`config.mk`:
```
export PLATFORM = sky130hd
export DESIGN_NAME = usb_ep_fifo_bank_flat
export DESIGN_NICKNAME = d
export VERILOG_FILES = /design/src/rtl/usb_ep_fifo_bank_if.sv /design/src/rtl/usb_ep_fifo_bank.sv /design/src/flat_wrapper.sv
export SDC_FILE = /design/constraint.sdc
export NUM_CORES = 2
export LEC_CHECK = 0
export CORE_MARGIN = 1.5
export CORE_UTILIZATION = 50
export CTS_CLUSTER_DIAMETER = 30
export DETAILED_ROUTE_END_ITERATION = 7
export PLACE_DENSITY = 0.79
export SKIP_CTS_REPAIR_TIMING = 1
export SLEW_MARGIN = 20
export SYNTH_ARGS = -nofsm -noshare
export SYNTH_HDL_FRONTEND = slang
export SYNTH_SLANG_ARGS = --single-unit
```
`constraint.sdc`:
```
create_clock -name clk -period 3.5 [get_ports clk]
set_input_delay 0.35 -clock clk [delete_from_list [all_inputs] [get_ports clk]]
set_output_delay 0.35 -clock clk [all_outputs]
set_load 0.02 [all_outputs]
```
`src/rtl/usb_ep_fifo_bank_if.sv`:
```
// ============================================================================
// Module      : usb_ep_fifo_bank_if
// Description : Shared write/read access bus of the endpoint FIFO bank.
// Revision    : 1.0 - initial release
// ============================================================================
`default_nettype none

interface usb_ep_fifo_bank_if #(
    parameter int DATA_W = 8
) ();
    logic              we;
    logic [3:0]        wr_sel;
    logic [DATA_W-1:0] din;
    logic              re;
    logic [3:0]        rd_sel;
    logic [DATA_W-1:0] dout;
    logic              dout_vld;

    modport master (
        output we, wr_sel, din, re, rd_sel,
        input  dout, dout_vld
    );

    modport slave (
        input  we, wr_sel, din, re, rd_sel,
        output dout, dout_vld
    );
endinterface

`default_nettype wire

```
`src/rtl/usb_ep_fifo_bank.sv`:
```
// ============================================================================
// Module      : usb_ep_fifo_bank
// Description : Bank of NUM_EP independent circular endpoint FIFOs sharing one
//               write port and one registered read port, with per-EP
//               fill-threshold, overflow and underflow status.
//               Optional macro USB_EP_FIFO_FLUSH_EN enables the flush port.
// Revision    : 1.0 - initial release
// ============================================================================
`default_nettype none

module usb_ep_fifo_bank #(
    parameter  int NUM_EP = 7,
    parameter  int DATA_W = 8,
    parameter  int DEPTH  = 64,
    localparam int AW     = $clog2(DEPTH),
    localparam int LW     = AW + 1
) (
    input  wire logic                 clk,
    input  wire logic                 rst,
    usb_ep_fifo_bank_if.slave         bus,
    output logic [NUM_EP-1:0]         empty,
    output logic [NUM_EP-1:0]         full,
    output logic [NUM_EP*LW-1:0]      level,
    input  wire logic [NUM_EP-1:0]    bf_en,
    input  wire logic [NUM_EP*LW-1:0] bf_size,
    output logic [NUM_EP-1:0]         bf_hit,
    output logic [NUM_EP-1:0]         ovf,
    output logic [NUM_EP-1:0]         udf,
    input  wire logic [NUM_EP-1:0]    err_clr,
    input  wire logic [NUM_EP-1:0]    flush
);

    logic [NUM_EP-1:0]              w_flush;
    logic [NUM_EP-1:0]              w_rd_ok;
    logic [NUM_EP-1:0][DATA_W-1:0]  w_ep_word;
    logic                           w_rd_any;
    logic [DATA_W-1:0]              w_rd_data;
    logic [DATA_W-1:0]              r_dout;
    logic                           r_dout_vld;

`ifdef USB_EP_FIFO_FLUSH_EN
    assign w_flush = flush;
`else
    logic w_unused_flush;
    assign w_flush        = '0;
    assign w_unused_flush = ^flush;
`endif

    for (genvar i = 0; i < NUM_EP; i++) begin : g_ep
        logic [DATA_W-1:0] r_mem [DEPTH];
        logic [AW-1:0]     r_wptr;
        logic [AW-1:0]     r_rptr;
        logic [LW-1:0]     r_level;
        logic [LW-1:0]     w_level_nxt;
        logic              r_empty;
        logic              r_full;
        logic              r_ovf;
        logic              r_udf;
        logic              w_wr_hit;
        logic              w_rd_hit;
        logic              w_wr_ok;
        logic              w_rd_ok_ep;
        logic              w_ovf_set;
        logic              w_udf_set;

        assign w_wr_hit   = bus.we && (bus.wr_sel == 4'(i));
        assign w_rd_hit   = bus.re && (bus.rd_sel == 4'(i));
        // A full EP still accepts a write when the same cycle frees a slot.
        assign w_rd_ok_ep = w_rd_hit && !r_empty && !w_flush[i];
        assign w_wr_ok    = w_wr_hit && (!r_full || w_rd_ok_ep) && !w_flush[i];
        assign w_ovf_set  = w_wr_hit && r_full && !w_rd_ok_ep && !w_flush[i];
        assign w_udf_set  = w_rd_hit && r_empty && !w_flush[i];
        assign w_level_nxt = r_level + LW'(w_wr_ok) - LW'(w_rd_ok_ep);

        always_ff @(posedge clk) begin
            if (w_wr_ok) begin
                r_mem[r_wptr] <= bus.din;
            end
        end

        always_ff @(posedge clk) begin
            if (rst) begin
                r_wptr  <= '0;
                r_rptr  <= '0;
                r_level <= '0;
                r_empty <= 1'b1;
                r_full  <= 1'b0;
                r_ovf   <= 1'b0;
                r_udf   <= 1'b0;
            end else begin
                if (w_flush[i]) begin
                    r_wptr  <= '0;
                    r_rptr  <= '0;
                    r_level <= '0;
                    r_empty <= 1'b1;
                    r_full  <= 1'b0;
                end else begin
                    if (w_wr_ok) begin
                        r_wptr <= r_wptr + AW'(1);
                    end
                    if (w_rd_ok_ep) begin
                        r_rptr <= r_rptr + AW'(1);
                    end
                    r_level <= w_level_nxt;
                    r_empty <= (w_level_nxt == '0);
                    r_full  <= (w_level_nxt == LW'(DEPTH));
                end
                // Set events take priority over a same-cycle clear.
                if (w_ovf_set) begin
                    r_ovf <= 1'b1;
                end else if (err_clr[i]) begin
                    r_ovf <= 1'b0;
                end
                if (w_udf_set) begin
                    r_udf <= 1'b1;
                end else if (err_clr[i]) begin
                    r_udf <= 1'b0;
                end
            end
        end

        assign w_rd_ok[i]          = w_rd_ok_ep;
        assign w_ep_word[i]        = r_mem[r_rptr];
        assign level[i*LW +: LW]   = r_level;
        assign empty[i]            = r_empty;
        assign full[i]             = r_full;
        assign ovf[i]              = r_ovf;
        assign udf[i]              = r_udf;
        assign bf_hit[i]           = bf_en[i] && (r_level >= bf_size[i*LW +: LW]);
    end

    always_comb begin
        w_rd_any  = |w_rd_ok;
        w_rd_data = '0;
        for (int k = 0; k < NUM_EP; k++) begin
            if (w_rd_ok[k]) begin
                w_rd_data = w_ep_word[k];
            end
        end
    end

    always_ff @(posedge clk) begin
        if (rst) begin
            r_dout     <= '0;
            r_dout_vld <= 1'b0;
        end else begin
            r_dout_vld <= w_rd_any;
            if (w_rd_any) begin
                r_dout <= w_rd_data;
            end
        end
    end

    assign bus.dout     = r_dout;
    assign bus.dout_vld = r_dout_vld;

endmodule

`default_nettype wire
```
`src/flat_wrapper.sv`:
```
// flat-port wrapper written by rule: the top's interface ports become plain ports
module usb_ep_fifo_bank_flat 
#(
    parameter  int NUM_EP = 7,
    parameter  int DATA_W = 8,
    parameter  int DEPTH  = 64,
    localparam int AW     = $clog2(DEPTH),
    localparam int LW     = AW + 1
)
  (clk, rst, empty, full, level, bf_en, bf_size, bf_hit, ovf, udf, err_clr, flush, bus_we, bus_wr_sel, bus_din, bus_re, bus_rd_sel, bus_dout, bus_dout_vld);
  usb_ep_fifo_bank_if #(.DATA_W(DATA_W)) bus_i ();
  input  wire logic clk;
  input  wire logic rst;
  output logic [NUM_EP-1:0] empty;
  output logic [NUM_EP-1:0] full;
  output logic [NUM_EP*LW-1:0] level;
  input  wire logic [NUM_EP-1:0] bf_en;
  input  wire logic [NUM_EP*LW-1:0] bf_size;
  output logic [NUM_EP-1:0] bf_hit;
  output logic [NUM_EP-1:0] ovf;
  output logic [NUM_EP-1:0] udf;
  input  wire logic [NUM_EP-1:0] err_clr;
  input  wire logic [NUM_EP-1:0] flush;
  input wire logic [$bits(bus_i.we)-1:0] bus_we;
  input wire logic [$bits(bus_i.wr_sel)-1:0] bus_wr_sel;
  input wire logic [$bits(bus_i.din)-1:0] bus_din;
  input wire logic [$bits(bus_i.re)-1:0] bus_re;
  input wire logic [$bits(bus_i.rd_sel)-1:0] bus_rd_sel;
  output wire logic [$bits(bus_i.dout)-1:0] bus_dout;
  output wire logic [$bits(bus_i.dout_vld)-1:0] bus_dout_vld;
  assign bus_i.we = bus_we;
  assign bus_i.wr_sel = bus_wr_sel;
  assign bus_i.din = bus_din;
  assign bus_i.re = bus_re;
  assign bus_i.rd_sel = bus_rd_sel;
  assign bus_dout = bus_i.dout;
  assign bus_dout_vld = bus_i.dout_vld;
  usb_ep_fifo_bank #(.NUM_EP(NUM_EP), .DATA_W(DATA_W), .DEPTH(DEPTH)) u_core (.clk(clk), .rst(rst), .bus(bus_i), .empty(empty), .full(full), .level(level), .bf_en(bf_en), .bf_size(bf_size), .bf_hit(bf_hit), .ovf(ovf), .udf(udf), .err_clr(err_clr), .flush(flush));
endmodule
```
==> impl_metrics.toml <==
[synth]
synthTopCellsByArea = "edfxtp_1, mux4_2, dfxtp_1, mux2i_1, nor2_1"
synth_top_area_share_pct = 71.8
syn_inst = 7627
synth-seq-cells = 3796
synthArstFlopShare_pct = 0
synth_edf_count = 3584
synth_cell_types = 80
syn_area_um2 = 150000
syn-num-nets = 7834
synth_ff_type = "edfxtp_1"
synth-seq-area-share_pct = 74.7
synth_top_cell_by_area = "edfxtp_1"
synth_warnings = 0
synth_area_per_cell_um2 = 19.6

[die]
core-area_um2 = 298000
dieArea_um2 = 303000
die_y_um = 550
row_count = 200
initial_core_util_pct = 50.4
die_w_um = 550
io_pins = 183

[pwr]
ir_drop_mv = 0.472
swShare_pct = 22.4
power_density_nw_per_um2 = 619
pwr-share-comb_pct = 4.7
pwr-share-clk_pct = 50.8
p_leak_nw = 59.6
p_switching_mw = 25.4
p_int_mw = 87.9
pwr-share-seq_pct = 44.5
power_mw = 113

[final_layout]
area_growth_pct = 22.1
final_common_cell = "edfxtp_1"
final_layout_size_suffix_gt1_share_pct = 31.5
n_fill_cell = 18600
final_cell_mix = "edfxtp_1, buf_4, mux4_2, nor2_1, clkbuf_16"
multi_input_area_um2 = 35500
layout.nets = 9166
regArea_um2 = 112000

[clocking]
clock_latency_ps = 940
clkSinkCount = 3796
clock-root-buffer = "clkbuf_16"
cts_tree = "built"
clk_path_buf_depth = 4
cts_max_level = 6
path_clk_slew_ps = 50
cts_made_buffers = 556

[placement]
gp_congestion = 0.926
port_buffers = 175
hpwl_um = 236000

[timing]
final_max_slew_viol_count = 0
tightest_slew_ps = 1250
slew_headroom_pct = 15.9
finClkSkew_ps = 85.1
max_freq_mhz = 276
hold_viol_final = 0
fin_crit_ps = 3620
period_share_pct = 103
worst_slack_ps = -119
setup_tns_ps = -341
rsz0062_at_grt = "yes"
setup_viol_count_final = 5

[worst_setup_path]
crit_fanout = 3
cp-end-kind = "register"
ff2ff_path_depth = 14
r2r_slack_ps = -120
start_kind = "register"
critPathArrivalTime_ps = 4470
reg2reg_from = "u_core.g_ep[4].r_empty$_SDFF_PP1_"
worstPathRequired_ps = 4350
criticalPathCategory = "reg -> reg"
worst_r2r_endpoint = "u_core.g_ep[4].r_empty$_SDFF_PP1_"

[routing]
wirelength_um = 404000
vias = 84500
wl_per_cell_um = 30.3
drt_iter0_drc = 12100
final_antenna_net_count = 0
drc = 0
firstDrtPassIters = 8
post_drt_via_cell_ratio = 6.32

[grt]
grt_pass1_vias = 87000
grt_max_degree = 142
grt-ovfl-total = 0
grt_pass1_wl_um = 586000
grt_usage_pct = 26.3
antenna_found_initial = 13

[run_status]
violations = "negative setup slack"
status = "finished with violations"

[worst_hold_path]
min-delay-start = "bus_din[4]"
min_path_cells = 1
min_to = "u_core.g_ep[2].r_mem[42][4]$_DFFE_PP_"
hold_path.class = "in -> reg"

[job]
cap_violations = 0
==> sequential cells by signal, summed over array words and instances (netlist names), named ones only <==
| name | flops |
|---|---|
| u_core.g_ep.r_udf | 7 |
| u_core.g_ep.r_level | 49 |
| u_core.g_ep.r_wptr | 42 |
| u_core.bus.dout | 8 |
| u_core.g_ep.r_rptr | 42 |
| u_core.g_ep.r_ovf | 7 |
| u_core.bus.dout_vld | 1 |
| u_core.g_ep.r_mem | 3584 |
| u_core.g_ep.r_empty | 7 |
| u_core.g_ep.r_full | 7 |
==> critical path, cell delays in order, from the launching register on <==
cell and delay (ps):
dfxtp_4 410, or4_4 550, buf_12 180, inv_2 70
ha_1 250, inv_1 120, ha_2 220, inv_1 60
fa_2 340, inv_1 90, a21oi_1 90, o21bai_2 220
xor2_1 180, or4_4 570, o21ai_0 160
==> power groups by stage <==
| stage | clock (mW) | combinational [mW] | sequential [mW] |
|---|---|---|---|
| 6_report | 57.5 | 5.38 | 50.4 |
| 5_1_grt | 59.7 | 5.63 | 50.3 |
| 4_1_cts | 57.8 | 5.17 | 50.3 |
| 3_5_place_dp | 0 | 5.00 | 51.2 |
| 3_3_place_gp | 0 | 4.82 | 51.2 |
| 2_1_floorplan | 0 | 2.29 | 51.2 |
==> metal layers <==
metal | vias up | global-route usage, % | part of all wire, %
li1 | 33700 | - | -
met1 | 43100 | 32.5 | 34
met2 | 6384 | 42.9 | 49
met3 | 1358 | 6.06 | 11
met4 | 18 | 15.2 | 6.6
met5 | - | 0 | 0.030
==> stage by stage <==
stage | cell area (µm²) | hold WS (ps) | std cells | worst slack [ps] | utilization, %
after global placement | 163000 | 458 | 12300 | -455 | 54.8
after floorplan | 150000 | 437 | 7627 | 6.42 | -
after CTS | 183000 | -235 | 13300 | -759 | 61.3
after global routing | 183000 | 54.6 | 13400 | -143 | 61.5
after detailed placement | 163000 | 460 | 12300 | -471 | 54.8
final | 183000 | 89.4 | 13400 | -119 | 61.5
==> worst max-delay path by stage <==
stage,depth (start not counted),slack [ps],startpoint,endpoint
3_5_place_dp,13,-470,bus_re,u_core.bus.dout[4]$_SDFFE_PP0P_
4_1_cts,11,-760,u_core.g_ep[4].r_level[0]$_SDFF_PP0_,bf_hit[4]
2_1_floorplan,16,6,bus_rd_sel[3],u_core.g_ep[2].r_empty$_SDFF_PP1_
3_3_place_gp,13,-460,bus_rd_sel[3],u_core.bus.dout[4]$_SDFFE_PP0P_
5_1_grt,14,-140,u_core.g_ep[4].r_empty$_SDFF_PP1_,u_core.g_ep[4].r_empty$_SDFF_PP1_
6_report,14,-120,u_core.g_ep[4].r_empty$_SDFF_PP1_,u_core.g_ep[4].r_empty$_SDFF_PP1_
==> layout make-up <==
cell class                 count  share of cell area [%]
clock buffer                 621                    7.89
multi-input combinational   3275                    19.4
inverter                     135                   0.278
clock inverter               398                    2.73
sequential                  3796                    61.2
tap                         3939                    2.69
antenna                        7                 0.00957
timing repair buffer        1195                    5.83
==> synth_stat cells (5+ instances only) <==
cell / count
o211ai_1: 24
xnor2_1: 39
o21ai_0: 62
a31oi_1: 17
buf_1: 55
clkbuf_1: 146
a21o_1: 50
o221ai_1: 36
and2_1: 31
edfxtp_1: 3584
mux2i_1: 301
nor2_1: 665
a221oi_1: 21
a22o_1: 9
nand2b_1: 26
o31ai_1: 12
nand3_1: 69
buf_2: 123
a2111oi_0: 18
a211oi_1: 26
mux4_2: 893
nand4b_1: 5
nand3b_1: 25
fa_1: 7
a21oi_1: 153
o21a_1: 5
inv_1: 131
nor2b_1: 69
or3_1: 30
a32oi_1: 9
or3b_2: 14
nand4_1: 27
o21bai_1: 16
buf_6: 9
dfxtp_1: 212
ha_1: 110
and3_1: 6
or2_2: 11
buf_4: 88
xor2_1: 59
mux2_2: 13
o22ai_1: 42
nand2_1: 224
a22oi_1: 50
nor3_1: 32
==> cell families after synthesis <==
| family | share of synthesized area, % |
|---|---|
| compound gates | 2.68 |
| xor+xnor | 0.573 |
| fa+ha+maj | 1.01 |
| buf+inv | 1.76 |
| flops | 74.7 |
| mux | 15.5 |
| simple gates | 3.79 |
Power figures use the tool's default switching activity.
